**src/rtl/inst_fetch_queue_pkg.sv**
```systemverilog
// Shared definitions for the instruction fetch front end.
// Covers the NOP encoding, the FSM state codes and the fetch queue entry layout.
package inst_fetch_queue_pkg;
  localparam int XLEN = 32;
  localparam logic [XLEN-1:0] NOP_INST = 32'h0000_0013;

  localparam logic [1:0] BOOT  = 2'd0;
  localparam logic [1:0] RUN   = 2'd1;
  localparam logic [1:0] DRAIN = 2'd2;

  typedef struct packed {
    logic [XLEN-1:0] inst;
    logic [XLEN-1:0] pc;
  } fetch_entry_t;
endpackage

```
**src/rtl/inst_fetch_queue_sync_fifo.sv**
```systemverilog
// Small synchronous FIFO with clear and occupancy count.
// The head is read combinationally from storage. When the FIFO is full, a pop frees the slot for a same-cycle push.
module sync_fifo #(
  parameter int WIDTH = 64,
  parameter int DEPTH = 2,
  localparam int PW = $clog2(DEPTH),
  localparam int CW = PW + 1
) (
  input  logic             clk,
  input  logic             rst,
  input  logic             push,
  input  logic             pop,
  input  logic             clear,
  input  logic [WIDTH-1:0] wdata,
  output logic [WIDTH-1:0] rdata,
  output logic [CW-1:0]    count
);
  logic [WIDTH-1:0] mem [DEPTH];
  logic [PW-1:0]    wptr, rptr;
  logic             do_push, do_pop;

  assign do_pop  = pop && (count != '0);
  assign do_push = push && ((count != CW'(DEPTH)) || do_pop);
  assign rdata   = mem[rptr];

  always_ff @(posedge clk) begin
    if (rst || clear) begin
      wptr  <= '0;
      rptr  <= '0;
      count <= '0;
    end else begin
      if (do_push) wptr <= wptr + PW'(1);
      if (do_pop)  rptr <= rptr + PW'(1);
      count <= count + CW'(do_push) - CW'(do_pop);
    end
  end

  always_ff @(posedge clk) begin
    if (!rst && !clear && do_push) mem[wptr] <= wdata;
  end
endmodule

```
**src/rtl/inst_fetch_queue.sv**
```systemverilog
// Fetch stage: owns the fetch PC, issues credit-limited requests and queues in-order responses.
// Redirects flush the queue and discard the responses that are still in flight.
module inst_fetch_queue
  import inst_fetch_queue_pkg::*;
#(
  parameter logic [XLEN-1:0] RESET_PC = 32'h0000_0000,
  parameter int              DEPTH    = 2
) (
  input  logic            clk,
  input  logic            rst,
  output logic            imem_req_valid,
  output logic [XLEN-1:0] imem_req_addr,
  input  logic            imem_req_ready,
  input  logic            imem_rsp_valid,
  input  logic [XLEN-1:0] imem_rsp_data,
  input  logic            redirect_valid,
  input  logic [XLEN-1:0] redirect_pc,
  output logic            inst_valid,
  output logic [XLEN-1:0] inst,
  output logic [XLEN-1:0] inst_pc,
  input  logic            inst_ready
);
  localparam int PW = $clog2(DEPTH);
  localparam int CW = PW + 1;

  logic [1:0]      state, state_nxt;
  logic [XLEN-1:0] fetch_pc;
  logic [CW-1:0]   outstanding, out_dec, discard, discard_nxt, count;
  logic [CW:0]     credit;
  logic [XLEN-1:0] pcq [DEPTH];
  logic [PW-1:0]   pcq_wp, pcq_rp;
  logic            req_fire, push, pop;
  fetch_entry_t    wr_ent, head;

  assign credit         = {1'b0, count} + {1'b0, outstanding};
  assign imem_req_valid = (state != BOOT) && !redirect_valid && (credit < (CW+1)'(DEPTH));
  assign imem_req_addr  = fetch_pc;
  assign req_fire       = imem_req_valid && imem_req_ready;
  assign out_dec        = outstanding - CW'(imem_rsp_valid);

  // A redirect wins over same-cycle push/pop; the clear drops the whole queue.
  assign push   = imem_rsp_valid && (discard == '0) && !redirect_valid;
  assign pop    = inst_valid && inst_ready && !redirect_valid;
  assign wr_ent = '{inst: imem_rsp_data, pc: pcq[pcq_rp]};

  sync_fifo #(.WIDTH($bits(fetch_entry_t)), .DEPTH(DEPTH)) u_q (
    .clk   (clk),
    .rst   (rst),
    .push  (push),
    .pop   (pop),
    .clear (redirect_valid),
    .wdata (wr_ent),
    .rdata (head),
    .count (count)
  );

  assign inst_valid = (count != '0);
  assign inst       = inst_valid ? head.inst : NOP_INST;
  assign inst_pc    = inst_valid ? head.pc : '0;

  // Responses to requests issued before a redirect still arrive and must be counted off.
  always_comb begin
    discard_nxt = discard;
    if (redirect_valid)                      discard_nxt = out_dec;
    else if (imem_rsp_valid && discard != '0) discard_nxt = discard - CW'(1);
    state_nxt = (discard_nxt != '0) ? DRAIN : RUN;
  end

  always_ff @(posedge clk) begin
    if (rst) begin
      state       <= BOOT;
      fetch_pc    <= RESET_PC;
      outstanding <= '0;
      discard     <= '0;
      pcq_wp      <= '0;
      pcq_rp      <= '0;
    end else begin
      state       <= state_nxt;
      discard     <= discard_nxt;
      outstanding <= out_dec + CW'(req_fire);
      if (imem_rsp_valid) pcq_rp <= pcq_rp + PW'(1);
      if (req_fire) pcq_wp <= pcq_wp + PW'(1);
      if (redirect_valid)  fetch_pc <= redirect_pc & ~XLEN'(3);
      else if (req_fire)   fetch_pc <= fetch_pc + XLEN'(4);
    end
  end

  // PC of every accepted request, consumed in order as responses return.
  always_ff @(posedge clk) begin
    if (!rst && req_fire) pcq[pcq_wp] <= fetch_pc;
  end

  always_ff @(posedge clk) begin
    if (!rst) assert (!(imem_rsp_valid && outstanding == '0));
  end
endmodule

```
**config.mk**
```make
export PLATFORM = sky130hd
export DESIGN_NAME = inst_fetch_queue
export DESIGN_NICKNAME = d
export VERILOG_FILES = /design/src/rtl/inst_fetch_queue_pkg.sv /design/src/rtl/inst_fetch_queue_sync_fifo.sv /design/src/rtl/inst_fetch_queue.sv
export SDC_FILE = /design/constraint.sdc
export NUM_CORES = 1
export LEC_CHECK = 0
export ABC_CLOCK_PERIOD_IN_PS = 14200
export CAP_MARGIN = 20
export CORE_MARGIN = 2
export CORE_UTILIZATION = 56
export DETAILED_ROUTE_END_ITERATION = 10
export PLACE_DENSITY_LB_ADDON = 0.1
export SYNTH_ARGS = -nofsm -noshare
export SYNTH_HDL_FRONTEND = slang
export SYNTH_SLANG_ARGS = --single-unit
```
**constraint.sdc**
```tcl
create_clock -name clk -period 14.2 [get_ports clk]
set_input_delay 2.84 -clock clk [delete_from_list [all_inputs] [get_ports clk]]
set_output_delay 2.84 -clock clk [all_outputs]
set_load 0.01 [all_outputs]
```
Word-level counts from Yosys, hierarchy flattened
Memories as Yosys holds them, arrays and structs flattened. A register that Yosys moved wholly into a read port is not among the register bits.
Cells that the tools add are included.
{ "word_totals": {"ff_bits": 44, "ram_bits": 192, "in_bits": 70, "output_inout_bits": 98, "elab_cells": 64, "memories": 2} }
{ "memory_table": {"columns": ["memory", "depth", "word_bits", "rd", "rd_clocked_by_memory_dff", "wr", "line_no", "source"], "rows": [
  ["u_q.mem", 2, 64, 1, 1, 1, "inst_fetch_queue_sync_fifo.sv:18", "logic [WIDTH-1:0] mem [DEPTH];"],
  ["pcq", 2, 32, 1, 1, 1, "inst_fetch_queue.sv:30", "logic [XLEN-1:0] pcq [DEPTH];"]
]} }
{ "classes": {"addsub": 11, "magnitude_cmp": 1, "n_eq_ne": 1, "muxes": 15, "reduce_logical": 24} }
{ "op_table": {"columns": ["cell", "count"], "rows": [
  ["32-bit two-way mux", 4],
  ["32-bit by 3-bit adder with 32-bit output, second input constant", 1],
  ["1-bit logical AND", 13],
  ["2-bit nonzero test", 5],
  ["1-bit two-way mux", 8],
  ["2-bit two-way mux", 3],
  ["1-bit adder, second input constant", 4],
  ["2-bit by 1-bit adder with 2-bit output", 2],
  ["2-bit by 1-bit subtractor with 2-bit output", 2],
  ["2-bit by 2-bit adder with 3-bit output", 1],
  ["3-bit by 2-bit < comparator with 1-bit output, second input constant", 1],
  ["1-bit logical NOT", 2],
  ["2-bit logical NOT", 1],
  ["1-bit logical OR", 2],
  ["2-bit != test, second input constant", 1],
  ["2-bit OR reduction", 1],
  ["2-bit by 1-bit subtractor with 2-bit output, second input constant", 1]
]} }

Longest topological paths before layout
{ "logic_depth": {"ltp_word": 9, "ltp_mapped": 10, "ltp_nobuf": 9} }

Modules after synthesis
From an unflattened synthesis, not the netlist that was laid out.
{ "hier_totals": {"cells_unflattened": 677, "area_unflattened_um2": 10027.1} }
{ "by_module_without_submodules": {"columns": ["module", "n_inst", "cells_each", "area_per_inst_um2"], "rows": [
  ["sync_fifo", 1, 223, 5166.2],
  ["inst_fetch_queue", 1, 454, 4860.9]
]} }

Worst setup path after synthesis
Ideal clock, no wire load.
{ "synth_timing": {"path_type": "input to register", "start": "in rst", "end": "mem u_q.mem[1][10] (enable)", "arrival_time_ps": 7809, "path_slack_ps": 5819, "stages": 3, "path_buffers": 2, "cell_sequence": "clkbuf_1 clkbuf_1 nor3b_1"} }
{ "synth_between": {"elab_chain_cells": 5} }
{ "synth_lines": {"columns": ["element", "line_no", "source"], "rows": [
  ["start: declaration", "inst_fetch_queue.sv:10", "input logic rst,"],
  ["1-bit logical NOT", "inst_fetch_queue_sync_fifo.sv:39", "if (!rst && !clear && do_push) mem[wptr] <= wdata;"],
  ["1-bit logical AND (2 in series)", "inst_fetch_queue_sync_fifo.sv:39", null],
  ["1-bit two-way mux", "inst_fetch_queue_sync_fifo.sv:39", null],
  ["1-bit two-way mux (not written as such)", "inst_fetch_queue_sync_fifo.sv:39", null],
  ["end: declaration", "inst_fetch_queue_sync_fifo.sv:18", null]
]} }
Every way passes these cells.

Final worst setup path
{ "layout_timing": {"start": "in redirect_valid", "end": "out imem_req_valid"} }
{ "layout_between": {"elab_chain_cells": 3} }
{ "layout_lines": {"columns": ["element", "line_no", "source"], "rows": [
  ["start: declaration", "inst_fetch_queue.sv:16", "input logic redirect_valid,"],
  ["1-bit logical NOT", "inst_fetch_queue.sv:36", "assign imem_req_valid = (state != BOOT) && !redirect_valid && (credit < (CW+1)'(DEPTH));"],
  ["1-bit logical AND (2 in series)", "inst_fetch_queue.sv:36", null],
  ["end: declaration", "inst_fetch_queue.sv:11", "output logic imem_req_valid,"]
]} }
Every way passes these cells.

==> impl_metrics.csv <==
group,metric,value,unit
timing,period_minus_slack,7300,ps
cells_and_area,final_area,0.0118,mm^2
setup_path,worstPathMaxFanout,42,
pwr,p_leak,3.82,nW
global_route,grt_pass1_vias,6053,
cts,cts-root-buf,"clkbuf_16",
run_status,status,"completed",
route,finalWirelength,19.5,mm
timing,report.final.setup_viol,0,
route,routedWlPerCell,18.4,um
floorplan,fp-row-count,47,
route,drtIter0Drc,402,
logic_synthesis,synthSimpleGateAreaFrac,10.6,%
floorplan,io_pins,168,
setup_path,crit_chain,"clkdlybuf4s50_1 > buf_4 > nor4_1 > clkdlybuf4s50_1",
cells_and_area,diodes,0,
floorplan,die_area,0.0176,mm^2
logic_synthesis,synth_compound_area_share,4.63,%
floorplan,die_y,133,um
cts,cts_tree,"built",
logic_synthesis,synth_xor_area_share,1.70,%
pwr,p_sw_share,21.1,%
route,first_pass_iters,5,
setup_path,start_kind,"input port",
timing,timing.hold.ws,491,ps
pwr,seqPwrFrac,52.0,%
route,post-route-drc-count,0,
cts,clk_pin_slew_worst_paths,60,ps
pwr,power_density,124,mW/mm^2
logic_synthesis,synthArstFlopShare,0,%
placement,dp_hpwl,12.2,mm
logic_synthesis,yosysSeqAreaShare,69.1,%
logic_synthesis,synth_fa_ha_area_share,0.891,%
cts,cts_repair_resize_count,0,
floorplan,core_area,0.0164,mm^2
pwr,switchingPower,0.000309,W
cts,post-cts-setup-buffer-count,0,
setup_path,arrival,4460,ps
global_route,grt_pass1_wl,30.8,mm
placement,placed_cell_area,0.0111,mm^2
setup_path,path_common_cell,"clkdlybuf4s50_1",
logic_synthesis,synth-edff-count,184,
global_route,grt_use_total,22.0,%
logic_synthesis,synth_area,0.00927,mm^2
cts,cts_made_buffers,22,
placement,gp_congestion,0.871,
timing,max_freq,0.137,GHz
cells_and_area,final_nets,900,
route,vias_per_cell,5.60,
logic_synthesis,yosys-mux-area-fraction,10.6,%
pwr,max-vdd-ir-drop,0.112,mV
logic_synthesis,ys_types,55,
timing,slew-limit-headroom,24.4,%
cts,ctsHoldBuffers,0,
placement,io_buffer_count,161,
logic_synthesis,syn_inst,667,
flow_run,maxCapViolations,0,
pwr,design_power_total,0.00147,W
setup_path,crit_buf_inv,3,
floorplan,die_w,133,um
timing,clock_skew,11.5,ps
setup_path,slowest_delay,600,ps
pwr,p_clk_share,39.5,%
timing,rsz0062_at_grt,"false",
cts,clk_latency,490,ps
setup_path,critPathRequiredTime,11360,ps
cells_and_area,drive_gt1_share,10.8,%
cts,cts.htree.levels,1,
setup_path,crit_path_end_kind,"output port",
timing,hold_viol,0,
timing,tightest_slew,1130,ps
setup_path,worst_path_max_delay_cell,"clkdlybuf4s50_1",
logic_synthesis,dominantRegCellSynth,"edfxtp_1",
timing,slew_violations,0,
logic_synthesis,avgSynthCellArea,13.9,um^2
cells_and_area,area_delta_synth_final,27.7,%
pwr,p_comb_share,8.5,%
setup_path,cp_top_family,"buffers and inverters",
route,via_count,5936,
logic_synthesis,synth_top_family_by_area,"simple AND/OR/NAND/NOR gates",
timing,fin_crit_sh,51.4,%
global_route,grt_max_degree,63,
global_route,grt_antenna_before_repair,0,
cells_and_area,fin_cells,1060,
hold_path,min_path_type,"reg2reg",
logic_synthesis,ys_warn_count,0,
placement,placedCellCount,1020,
floorplan,start_util,56.5,%
route,ant_nets,0,
cts,clk_path_buf_depth,3,
logic_synthesis,ys_ff_latch,228,
setup_path,path_class,"in2out",
pwr,p_int,0.00116,W
timing,fin_setup_tns,0,ps
global_route,gr-total-overflow,0,
cts,cts.sinks,228,
cells in the mapped netlist (2+ instances only):
master	number	share of area (%)
edfxtp_1	184	60
nor2_1	86	3.5
mux2i_1	62	6.7
dfxtp_1	44	9.5
nand2_1	33	1.3
mux2_2	32	3.9
clkbuf_1	25	1.0
a21oi_1	19	1.0
nor3_1	14	0.76
inv_1	13	0.53
xnor2_1	13	1.2
a31oi_1	12	0.81
nand4_1	12	0.81
o21ai_0	9	0.49
nor4_1	8	0.54
and4_1	7	0.66
buf_1	7	0.28
nand3_1	7	0.38
buf_4	5	0.40
ha_1	5	0.67
o22ai_1	5	0.34
or3_1	5	0.34
xor2_1	5	0.47
and2_1	4	0.27
and3_1	4	0.27
a221oi_1	3	0.28
a22oi_1	3	0.24
buf_2	3	0.16
o311ai_0	3	0.28
a211oi_1	2	0.16
a311oi_1	2	0.19
a32oi_1	2	0.19
nor2b_1	2	0.13
nor3b_1	2	0.16
nor4b_1	2	0.19
o21bai_1	2	0.16
or2_2	2	0.13
or4_1	2	0.16
logic make-up after synthesis:
kind of cell / after synthesis
other cells: 1
mux: 94
flops: 228
xor+xnor: 18
buf+inv: 54
simple gates: 199
fa+ha+maj: 6
compound gates: 67
worst paths after layout:
path         slack, ps                 to  depth (start not counted)           start
max reg2reg      11010  imem_req_addr[26]                          9    u_q.count[0]
min                490             pcq_wp                          2          pcq_wp
max               6900     imem_req_valid                          4  redirect_valid
min reg2reg        490             pcq_wp                          2          pcq_wp
routing by layer:
layer	track usage, %	share of wire [%]	vias to the layer above
li1	-	-	2800
met1	27.9	41	2842
met2	37.7	49	251
met3	3.87	7.2	43
met4	8.78	2.9	0
met5	0	0	-
final cells by class:
class | count | area (um^2)
clock inverter | 5 | 25.0
multi-input combinational | 388 | 2670
timing repair buffer | 170 | 1680
fill | 1057 | 4570
clock buffer | 35 | 723
sequential | 228 | 6410
inverter | 14 | 52.6
tap | 220 | 275
stage by stage:
step	utilization, %	setup slack (ps)
global route	72.1	6850
CTS	72.1	6900
floorplan	-	5820
global placement	67.6	6900
detailed placement	67.6	6920
finish	72.1	6900
flip-flops by register name, summed over array words and instances, names as in the netlist, named ones only:
signal / cells
u_q.mem: 124
pcq: 60
imem_req_addr: 30
discard: 2
outstanding: 2
state: 2
u_q.count: 2
pcq_rp: 1
pcq_wp: 1
u_q.rptr: 1
u_q.wptr: 1
placed cells by master, fill, tap and decap left out, types with 6 or more instances in the layout:
master and count:
a21oi_1 19, a31oi_1 12, and4_1 7, buf_4 9, clkbuf_16 25, clkbuf_8 6, clkdlybuf4s50_1 161, dfxtp_1 43
edfxtp_1 184, inv_1 13, mux2_2 32, mux2i_1 62, nand2_1 33, nand3_1 7, nand4_1 12, nor2_1 83
nor3_1 13, nor4_1 8, o21ai_0 9, xnor2_1 13
worst min-delay path: stages (launching register included):
cell and delay (ps):
dfxtp_1 330, nand2_1 60, a21oi_1 50
power by group through the flow:
stage                     Combinational [W]  Clock, W  Sequential, W
after global placement             0.000120         0       0.000775
after global routing               0.000135  0.000615       0.000765
after CTS                          0.000125  0.000591       0.000762
after floorplan                   0.0000654         0       0.000773
final                              0.000125  0.000579       0.000763
after detailed placement           0.000124         0       0.000776
Power figures use the tool's default switching activity.
